[config.mk]
export PLATFORM = sky130hd
export DESIGN_NAME = armleocpu_cache_arbiter
export DESIGN_NICKNAME = d
export VERILOG_FILES = /design/src/rtl/armleocpu_cache_arbiter_pkg.sv /design/src/rtl/armleocpu_arb_pick2.sv /design/src/rtl/armleocpu_cache_arbiter.sv
export SDC_FILE = /design/constraint.sdc
export NUM_CORES = 1
export LEC_CHECK = 0
export BUFFER_PORTS_ARGS = -buffer_cell sky130_fd_sc_hd__clkbuf_2
export CAP_MARGIN = 20
export CORE_AREA = 2 2 109 111
export CTS_BUF_LIST = sky130_fd_sc_hd__clkbuf_4 sky130_fd_sc_hd__clkbuf_8 sky130_fd_sc_hd__clkbuf_16
export CTS_CLUSTER_SIZE = 30
export DETAILED_ROUTE_END_ITERATION = 16
export DIE_AREA = 0 0 111 113
export HOLD_SLACK_MARGIN = 0.06
export PLACE_DENSITY_LB_ADDON = 0.3
export SYNTH_ARGS = -nofsm -noshare
export SYNTH_HDL_FRONTEND = slang
export SYNTH_SLANG_ARGS = --single-unit
[constraint.sdc]
create_clock -name clk -period 1.88 [get_ports clk]
set_input_delay 0.188 -clock clk [delete_from_list [all_inputs] [get_ports clk]]
set_output_delay 0.188 -clock clk [all_outputs]
set_load 0.01 [all_outputs]
[src/rtl/armleocpu_cache_arbiter_pkg.sv]
// Shared cache command/response encodings, arbiter owner encoding and the terminal-response helper.
// The arbitration policy is selected by ARMLEOCPU_CACHE_ARB_RR_EN (see armleocpu_arb_pick2).
package armleocpu_cache_arbiter_pkg;

  localparam logic [3:0] CACHE_CMD_NONE      = 4'd0;
  localparam logic [3:0] CACHE_CMD_EXECUTE   = 4'd1;
  localparam logic [3:0] CACHE_CMD_LOAD      = 4'd2;
  localparam logic [3:0] CACHE_CMD_STORE     = 4'd3;
  localparam logic [3:0] CACHE_CMD_FLUSH_ALL = 4'd4;

  localparam logic [3:0] CACHE_RESPONSE_IDLE        = 4'd0;
  localparam logic [3:0] CACHE_RESPONSE_WAIT        = 4'd1;
  localparam logic [3:0] CACHE_RESPONSE_DONE        = 4'd2;
  localparam logic [3:0] CACHE_RESPONSE_ACCESSFAULT = 4'd3;
  localparam logic [3:0] CACHE_RESPONSE_PAGEFAULT   = 4'd4;
  localparam logic [3:0] CACHE_RESPONSE_MISSALIGNED = 4'd5;

  localparam logic [1:0] OWN_NONE = 2'd0;
  localparam logic [1:0] OWN_F    = 2'd1;
  localparam logic [1:0] OWN_E    = 2'd2;

  localparam logic GRANT_F = 1'b0;
  localparam logic GRANT_E = 1'b1;

  function automatic logic is_terminal(input logic [3:0] resp);
    return (resp == CACHE_RESPONSE_DONE) || (resp == CACHE_RESPONSE_ACCESSFAULT) ||
           (resp == CACHE_RESPONSE_MISSALIGNED) || (resp == CACHE_RESPONSE_PAGEFAULT);
  endfunction

endpackage

[src/rtl/armleocpu_arb_pick2.sv]
// Combinational two-requester picker. ARMLEOCPU_CACHE_ARB_RR_EN selects round-robin;
// otherwise execute has fixed priority over fetch.
module armleocpu_arb_pick2
  import armleocpu_cache_arbiter_pkg::*;
(
  input  logic i_valid_f,
  input  logic i_valid_e,
  input  logic i_last_grant,
  output logic o_grant_f,
  output logic o_grant_e
);

`ifdef ARMLEOCPU_CACHE_ARB_RR_EN
  logic w_contend;
  assign w_contend = i_valid_f & i_valid_e;
  // On contention the requester that was not served last wins.
  assign o_grant_e = w_contend ? (i_last_grant == GRANT_F) : i_valid_e;
  assign o_grant_f = w_contend ? (i_last_grant == GRANT_E) : i_valid_f;
`else
  logic w_unused;
  assign w_unused  = i_last_grant;
  assign o_grant_e = i_valid_e;
  assign o_grant_f = i_valid_f & ~i_valid_e;
`endif

endmodule

[src/rtl/armleocpu_cache_arbiter.sv]
// Shares one cache port between fetch and execute with zero-cycle command forwarding.
// Policy: ARMLEOCPU_CACHE_ARB_RR_EN defined -> round-robin, undefined -> execute priority.
module armleocpu_cache_arbiter
  import armleocpu_cache_arbiter_pkg::*;
(
  input  logic        clk,
  input  logic        rst_n,
  input  logic        c_reset_done,
  output logic [3:0]  c_cmd,
  output logic [31:0] c_address,
  output logic [31:0] c_store_data,
  input  logic [3:0]  c_response,
  input  logic [31:0] c_load_data,
  input  logic [3:0]  f_cmd,
  input  logic [31:0] f_address,
  output logic [3:0]  f_response,
  output logic [31:0] f_load_data,
  input  logic [3:0]  e_cmd,
  input  logic [31:0] e_address,
  input  logic [31:0] e_store_data,
  output logic [3:0]  e_response,
  output logic [31:0] e_load_data
);

  logic [1:0] r_owner;
  logic       r_last_grant;
  logic       r_f_denied;
  logic       r_e_denied;

  logic w_enabled;
  logic w_owned;
  logic w_free;
  logic w_f_valid;
  logic w_e_valid;
  logic w_grant_f;
  logic w_grant_e;
  logic w_sel_f;
  logic w_sel_e;

  assign w_enabled = rst_n & c_reset_done;
  assign w_owned   = (r_owner != OWN_NONE);
  // Terminal responses free the port; IDLE while owned is a cache protocol error and also frees it.
  assign w_free    = !w_owned || is_terminal(c_response) || (c_response == CACHE_RESPONSE_IDLE);
  assign w_f_valid = (f_cmd != CACHE_CMD_NONE);
  assign w_e_valid = (e_cmd != CACHE_CMD_NONE);

  armleocpu_arb_pick2 u_pick2 (
    .i_valid_f    (w_f_valid),
    .i_valid_e    (w_e_valid),
    .i_last_grant (r_last_grant),
    .o_grant_f    (w_grant_f),
    .o_grant_e    (w_grant_e)
  );

  always_comb begin
    w_sel_f = 1'b0;
    w_sel_e = 1'b0;
    if (w_enabled) begin
      if (w_free) begin
        w_sel_f = w_grant_f;
        w_sel_e = w_grant_e;
      end else begin
        w_sel_f = (r_owner == OWN_F);
        w_sel_e = (r_owner == OWN_E);
      end
    end
  end

  always_comb begin
    c_cmd        = CACHE_CMD_NONE;
    c_address    = 32'd0;
    c_store_data = 32'd0;
    if (w_sel_e) begin
      c_cmd        = e_cmd;
      c_address    = e_address;
      c_store_data = e_store_data;
    end else if (w_sel_f) begin
      c_cmd     = f_cmd;
      c_address = f_address;
    end
  end

  always_comb begin
    f_response = CACHE_RESPONSE_IDLE;
    e_response = CACHE_RESPONSE_IDLE;
    if (w_enabled) begin
      if (r_owner == OWN_F) f_response = c_response;
      else if (r_f_denied)  f_response = CACHE_RESPONSE_WAIT;
      if (r_owner == OWN_E) e_response = c_response;
      else if (r_e_denied)  e_response = CACHE_RESPONSE_WAIT;
    end
  end

  assign f_load_data = c_load_data;
  assign e_load_data = c_load_data;

  always_ff @(posedge clk) begin
    if (!rst_n) begin
      r_owner      <= OWN_NONE;
      r_last_grant <= GRANT_F;
      r_f_denied   <= 1'b0;
      r_e_denied   <= 1'b0;
    end else if (c_reset_done) begin
      r_owner      <= w_sel_e ? OWN_E : (w_sel_f ? OWN_F : OWN_NONE);
      r_last_grant <= w_sel_e ? GRANT_E : (w_sel_f ? GRANT_F : r_last_grant);
      r_f_denied   <= w_f_valid & ~w_sel_f;
      r_e_denied   <= w_e_valid & ~w_sel_e;
    end
  end

endmodule

Yosys cells after proc, flatten, opt, wreduce, memory -nomap -nowiden --
Index checks and enable logic that the tools add are counted.
Storage, ports and cells: flip-flop bits (word level) 4, input bits 143, output and inout bits 140, word-level logic and storage cells 43
Cells by class: eq/ne operators 6, muxes and demuxes 17, bitwise operators 7, reduce and logical (&&, ||, !) cells 10
Operators with widths (count):
- $mux W32 | 3
- $mux W4 | 6
- $eq A4 B2 Y1 const B | 2
- $eq A4 B3 Y1 const B | 2
- $reduce_bool A4 Y1 | 2
- $mux W1 | 7
- $logic_or A1 B1 Y1 | 5
- $and A1 B1 Y1 | 4
- $logic_not A4 Y1 | 1
- $not A1 Y1 | 3
- $eq A2 B1 Y1 const B | 1
- $eq A2 B2 Y1 const B | 1
- $mux W2 | 1
- $reduce_bool A2 Y1 | 1
- $logic_not A1 Y1 | 1

Depth between registers and ports, before layout --
depth after elaboration 10, mapped depth 6, depth with buffers taken out 4

Modules after synthesis --
A second synthesis with hierarchy kept.
Unflattened totals: cells, all modules 189, area, all modules 1537.7 um2
By module, submodules not included:
- armleocpu_cache_arbiter | instances 1, cells an instance 187, area an instance 1516.5 um2
- armleocpu_arb_pick2 | instances 1, cells an instance 2, area an instance 21.3 um2

Least setup slack after synthesis --
Ideal clock, no wire load.
path kind input to output, start point input c_response[1], end point output c_store_data[0], arrival time 1605 ps, setup slack 87 ps, cell stages on the path 6, buffers on the path 2, path through or3b_1 -> a21bo_2 -> a211oi_2 -> buf_4 -> buf_4 -> and2_1
On the way: cells in the longest elaborated chain, start to end 9
Ends and longest elaborated chain:
- start: declaration | line armleocpu_cache_arbiter.sv:12 | input logic [3:0] c_response,
- $eq A4 B2 Y1 | line armleocpu_cache_arbiter_pkg.sv:26 | return (resp == CACHE_RESPONSE_DONE) || (resp == CACHE_RESPONSE_ACCESSFAULT) ||
- $logic_or A1 B1 Y1 (2 in a row) | line armleocpu_cache_arbiter_pkg.sv:26
- $logic_or A1 B1 Y1 | line armleocpu_cache_arbiter_pkg.sv:27 | (resp == CACHE_RESPONSE_MISSALIGNED) || (resp == CACHE_RESPONSE_PAGEFAULT);
- $logic_or A1 B1 Y1 | line armleocpu_cache_arbiter.sv:43 | assign w_free = !w_owned || is_terminal(c_response) || (c_response == CACHE_RESPONSE_IDLE);
- $logic_or A1 B1 Y1 * | line armleocpu_cache_arbiter.sv:43
- $mux W1 * | line armleocpu_cache_arbiter.sv:59 | if (w_free) begin
- $mux W1 * | line armleocpu_cache_arbiter.sv:58 | if (w_enabled) begin
- $mux W32 * | line armleocpu_cache_arbiter.sv:73 | if (w_sel_e) begin
- end: declaration | line armleocpu_cache_arbiter.sv:11 | output logic [31:0] c_store_data,
Mark *: on every way between the ends. The rest lies on a longest branch, timed or not.

Worst setup path in the final report --
start point input f_cmd[0], end point output c_address[17]
On the way: cells in the longest elaborated chain, start to end 6
Ends and longest elaborated chain:
- start: declaration | line armleocpu_cache_arbiter.sv:14 | input logic [3:0] f_cmd,
- $reduce_bool A4 Y1 | line armleocpu_cache_arbiter.sv:44 | assign w_f_valid = (f_cmd != CACHE_CMD_NONE);
- $and A1 B1 Y1 | line armleocpu_arb_pick2.sv:23 | assign o_grant_f = i_valid_f & ~i_valid_e;
- $mux W1 | line armleocpu_cache_arbiter.sv:59
- $mux W1 | line armleocpu_cache_arbiter.sv:58
- $mux W32 | line armleocpu_cache_arbiter.sv:77 | end else if (w_sel_f) begin
- $mux W32 | line armleocpu_cache_arbiter.sv:73
- end: declaration | line armleocpu_cache_arbiter.sv:10 | output logic [31:0] c_address,
No other way between the ends.

==> summary.md <==
| Metric | Value |
|---|---|
| Status | finished with violations |
| Failing checks | setup timing |
| Fin. Hold Viols | 0 |
| # fillers | around 1300 |
| Worst EP arrival | 1790 ps |
| Chip height | between 100 and 150 µm |
| Register area share after synthesis | 5.904% |
| GRT Total Usage | under 10% |
| GP Congestion | 0.7289 |
| Clock tree sinks | 4 |
| Root Buffer | clkbuf_16 |
| Min-delay src | rst_n |
| Leak Pwr | 1.359 nW |
| Vias post-DR | between 1500 and 2000 |
| DRT Pass-1 Iters | 4 |
| Post-Syn Instances | between 150 and 200 |
| Worst hold-check path type | in -> reg |
| GR Overflow Total | 0 |
| Port Buffer Count | between 150 and 200 |
| Netlist Area Pre-Place | approximately 1400 µm² |
| Clock skew | roughly 0.55 ps |
| Chip Width | ~110 µm |
| Hpwl dp | ~5600 µm |
| Combinational power share | 48.2% |
| Post-Place Cell Area | just over 2000 µm² |
| DR WL/cell | roughly 15 µm |
| Unrepaired setup endpoints after global routing | true |
| # H-tree levels | 1 |
| Starting Density | 12.03% |
| # diodes | 0 |
| Yosys cell types | 25 |
| CTS buffer count | 3 |
| Fraction of layout cells with a size suffix above 1 | a little over 70% |
| Setup Viol. Count Final | 43 |
| Fin crit share | 105.1% |
| Worst-margin pin slew | roughly 370 ps |
| Clock latency on the worst-skew pair | 220 ps |
| Rows | 39 |
| Setup TNS | -2669 ps |
| Pint | slightly below 0.0006 W |
| IO Pins | approximately 280 |
| PD cells | roughly 350 nW/µm² |
| DR vias/cell | between 3 and 4 |
| Syn Nets | 322 |
| Kind of critical path | in -> out |
| Worst endpoint required time | 1690 ps |
| Achievable Freq | just over 0.5 GHz |
| Pins Over Slew Limit | 0 |
| #FFs+latches synth | 4 |
| Yosys Warn Count | 0 |
| Initial antenna violation count | 0 |
| Detailed Route WL | approximately 6900 µm |
| Biggest area consumer among synthesized cells | buf_4 |
| Crit. End Element | output pin |
| Area Growth Syn to Fin | 72.32% |
| CTS tree | built |
| Reg clk slew, reported paths | around 30 ps |
| Design Area, Final | around 2300 µm² |
| Layout net count | 458 |
| Sw Ratio | 28.16% |
| Detail Route Antenna Nets | 0 |
| Final core occ | 20.73% |
| Crit path from | f_cmd[0] |
| Area share of the largest cell type after synthesis | 36.53% |
| Worst VDD drop | 0.2195 mV |
| Starting DRT DRC Count | 39 |
| Core area | about 11000 µm² |
| Fin worst setup slack | -96.13 ps |
| Die ar. | approximately 13000 µm² |
| Vias in the first global route | 1653 |
| Area contributors post-synth | buf_4, a22o_1, and2_1, dfxtp_1, and3_1 |
| Most common cell after layout, fill and taps aside | clkbuf_2 |
| CP Launch Type | input port |
| Maxcap violations | 0 |
| DRC Markers | 0 |
| Worst relative slew slack | between 70 and 80% |
| Minimum clock period | just under 2000 ps |
| Largest net degree at the start of global routing | 36 |
| Synth Area per Inst | 7.577 µm² |
| Most frequent cells in the layout | clkbuf_2, a22o_1, and2_1 |
| R2r startpoint | r_owner[1] |
| Clock Power Share | 40.5% |
| First-pass GRT wire length | 9059 µm |
| Sequential Power Share | a little under an eighth |
| Psw | 0.0002295 W |
| CTS Buffer Depth | 2 |
| CP max FO | 9 |
-- path summary, 6_finish.rpt --
path,endpoint,slack [ps],depth (start not counted)
setup reg to reg,r_owner[0],540,5
hold reg to reg,r_f_denied,460,1
setup / recovery,c_address[17],-100,7
hold / removal,r_e_denied,250,2
-- synthesized netlist by cell type --
cell,n
nand3b_1,1
and3_1,6
a211oi_2,1
mux2i_1,2
and2_1,34
o21ai_0,1
nor4_1,1
buf_4,66
a21o_1,2
o211a_1,1
a21oi_1,1
a21boi_0,1
nor2b_1,3
dfxtp_1,4
a22o_1,36
a32o_1,1
or4_1,1
buf_2,7
nand2_1,1
nor2_1,2
a21boi_1,1
clkbuf_1,3
nand2b_1,1
or3b_1,1
a21bo_2,1
-- flip-flops by register name, indices dropped and copies added (netlist names) --
signal,cells
r_owner,2
r_e_denied,1
r_f_denied,1
-- metal layers --
layer | GRT usage [%] | up-vias | part of all wire (%)
met4 | 3.417 | 0 | 3.1
li1 | - | 832 | -
met2 | 18.69 | 156 | 52
met5 | 0 | - | 0
met1 | 9.147 | 777 | 34
met3 | 2.357 | 20 | 10
-- power by group through the flow --
| stage | logic [W] | clock network [W] | registers (W) |
|---|---|---|---|
| floorplan | 0.000283 | 0 | 0.0000927 |
| global placement | 0.000359 | 0 | 0.0000940 |
| detailed placement | 0.000359 | 0 | 0.0000938 |
| CTS | 0.000389 | 0.000334 | 0.0000926 |
| global route | 0.000428 | 0.000340 | 0.0000932 |
| finish | 0.000393 | 0.000330 | 0.0000925 |
-- critical path: stages --
cell and delay (ps):
buf_6 90, or4_4 540, and2_4 180, o211a_4 300, buf_12 170, a22o_1 190
clkbuf_2 130
-- kinds of logic (layout without fill, tap and decap cells) --
logic type / count (synthesis) / in the layout / share of synthesized area [%]
buffers and inverters: 76 / 210 / 39.94
and+or+nand+nor: 51 / 51 / 23.34
AOI/OAI and AO/OA: 46 / 46 / 29.33
DFF: 4 / 4 / 5.904
muxes: 2 / 2 / 1.476
-- final cells by class --
| type | count | area [µm²] | area share, % |
|---|---|---|---|
| flip-flops and latches | 4 | 80.08 | 3.426 |
| clock buffers | 3 | 75.07 | 3.212 |
| well taps | 143 | 178.9 | 7.655 |
| multi-input cells | 99 | 783.3 | 33.51 |
| repair buffers | 207 | 1220 | 52.19 |
-- what timing repair did --
item,in CTS,in global routing
setup buffers,2,1
pin swaps,1,2
endpoints found under the setup margin,68,68
cloned,1,4
hold buffers,0,0
resized for setup,13,41
-- through the flow --
step	hold slack [ps]	instances	setup slack [ps]	power (W)
after floorplan	341.8	179	87.03	0.0003753
after global placement	376.1	446	-200.4	0.0004534
after detailed placement	376.1	446	-188.8	0.0004530
after CTS	243.3	452	-78.94	0.0008156
after global routing	267.0	456	-134.3	0.0008610
final	245.2	456	-96.13	0.0008151
Note: power is estimated with default switching activity, not from simulation.
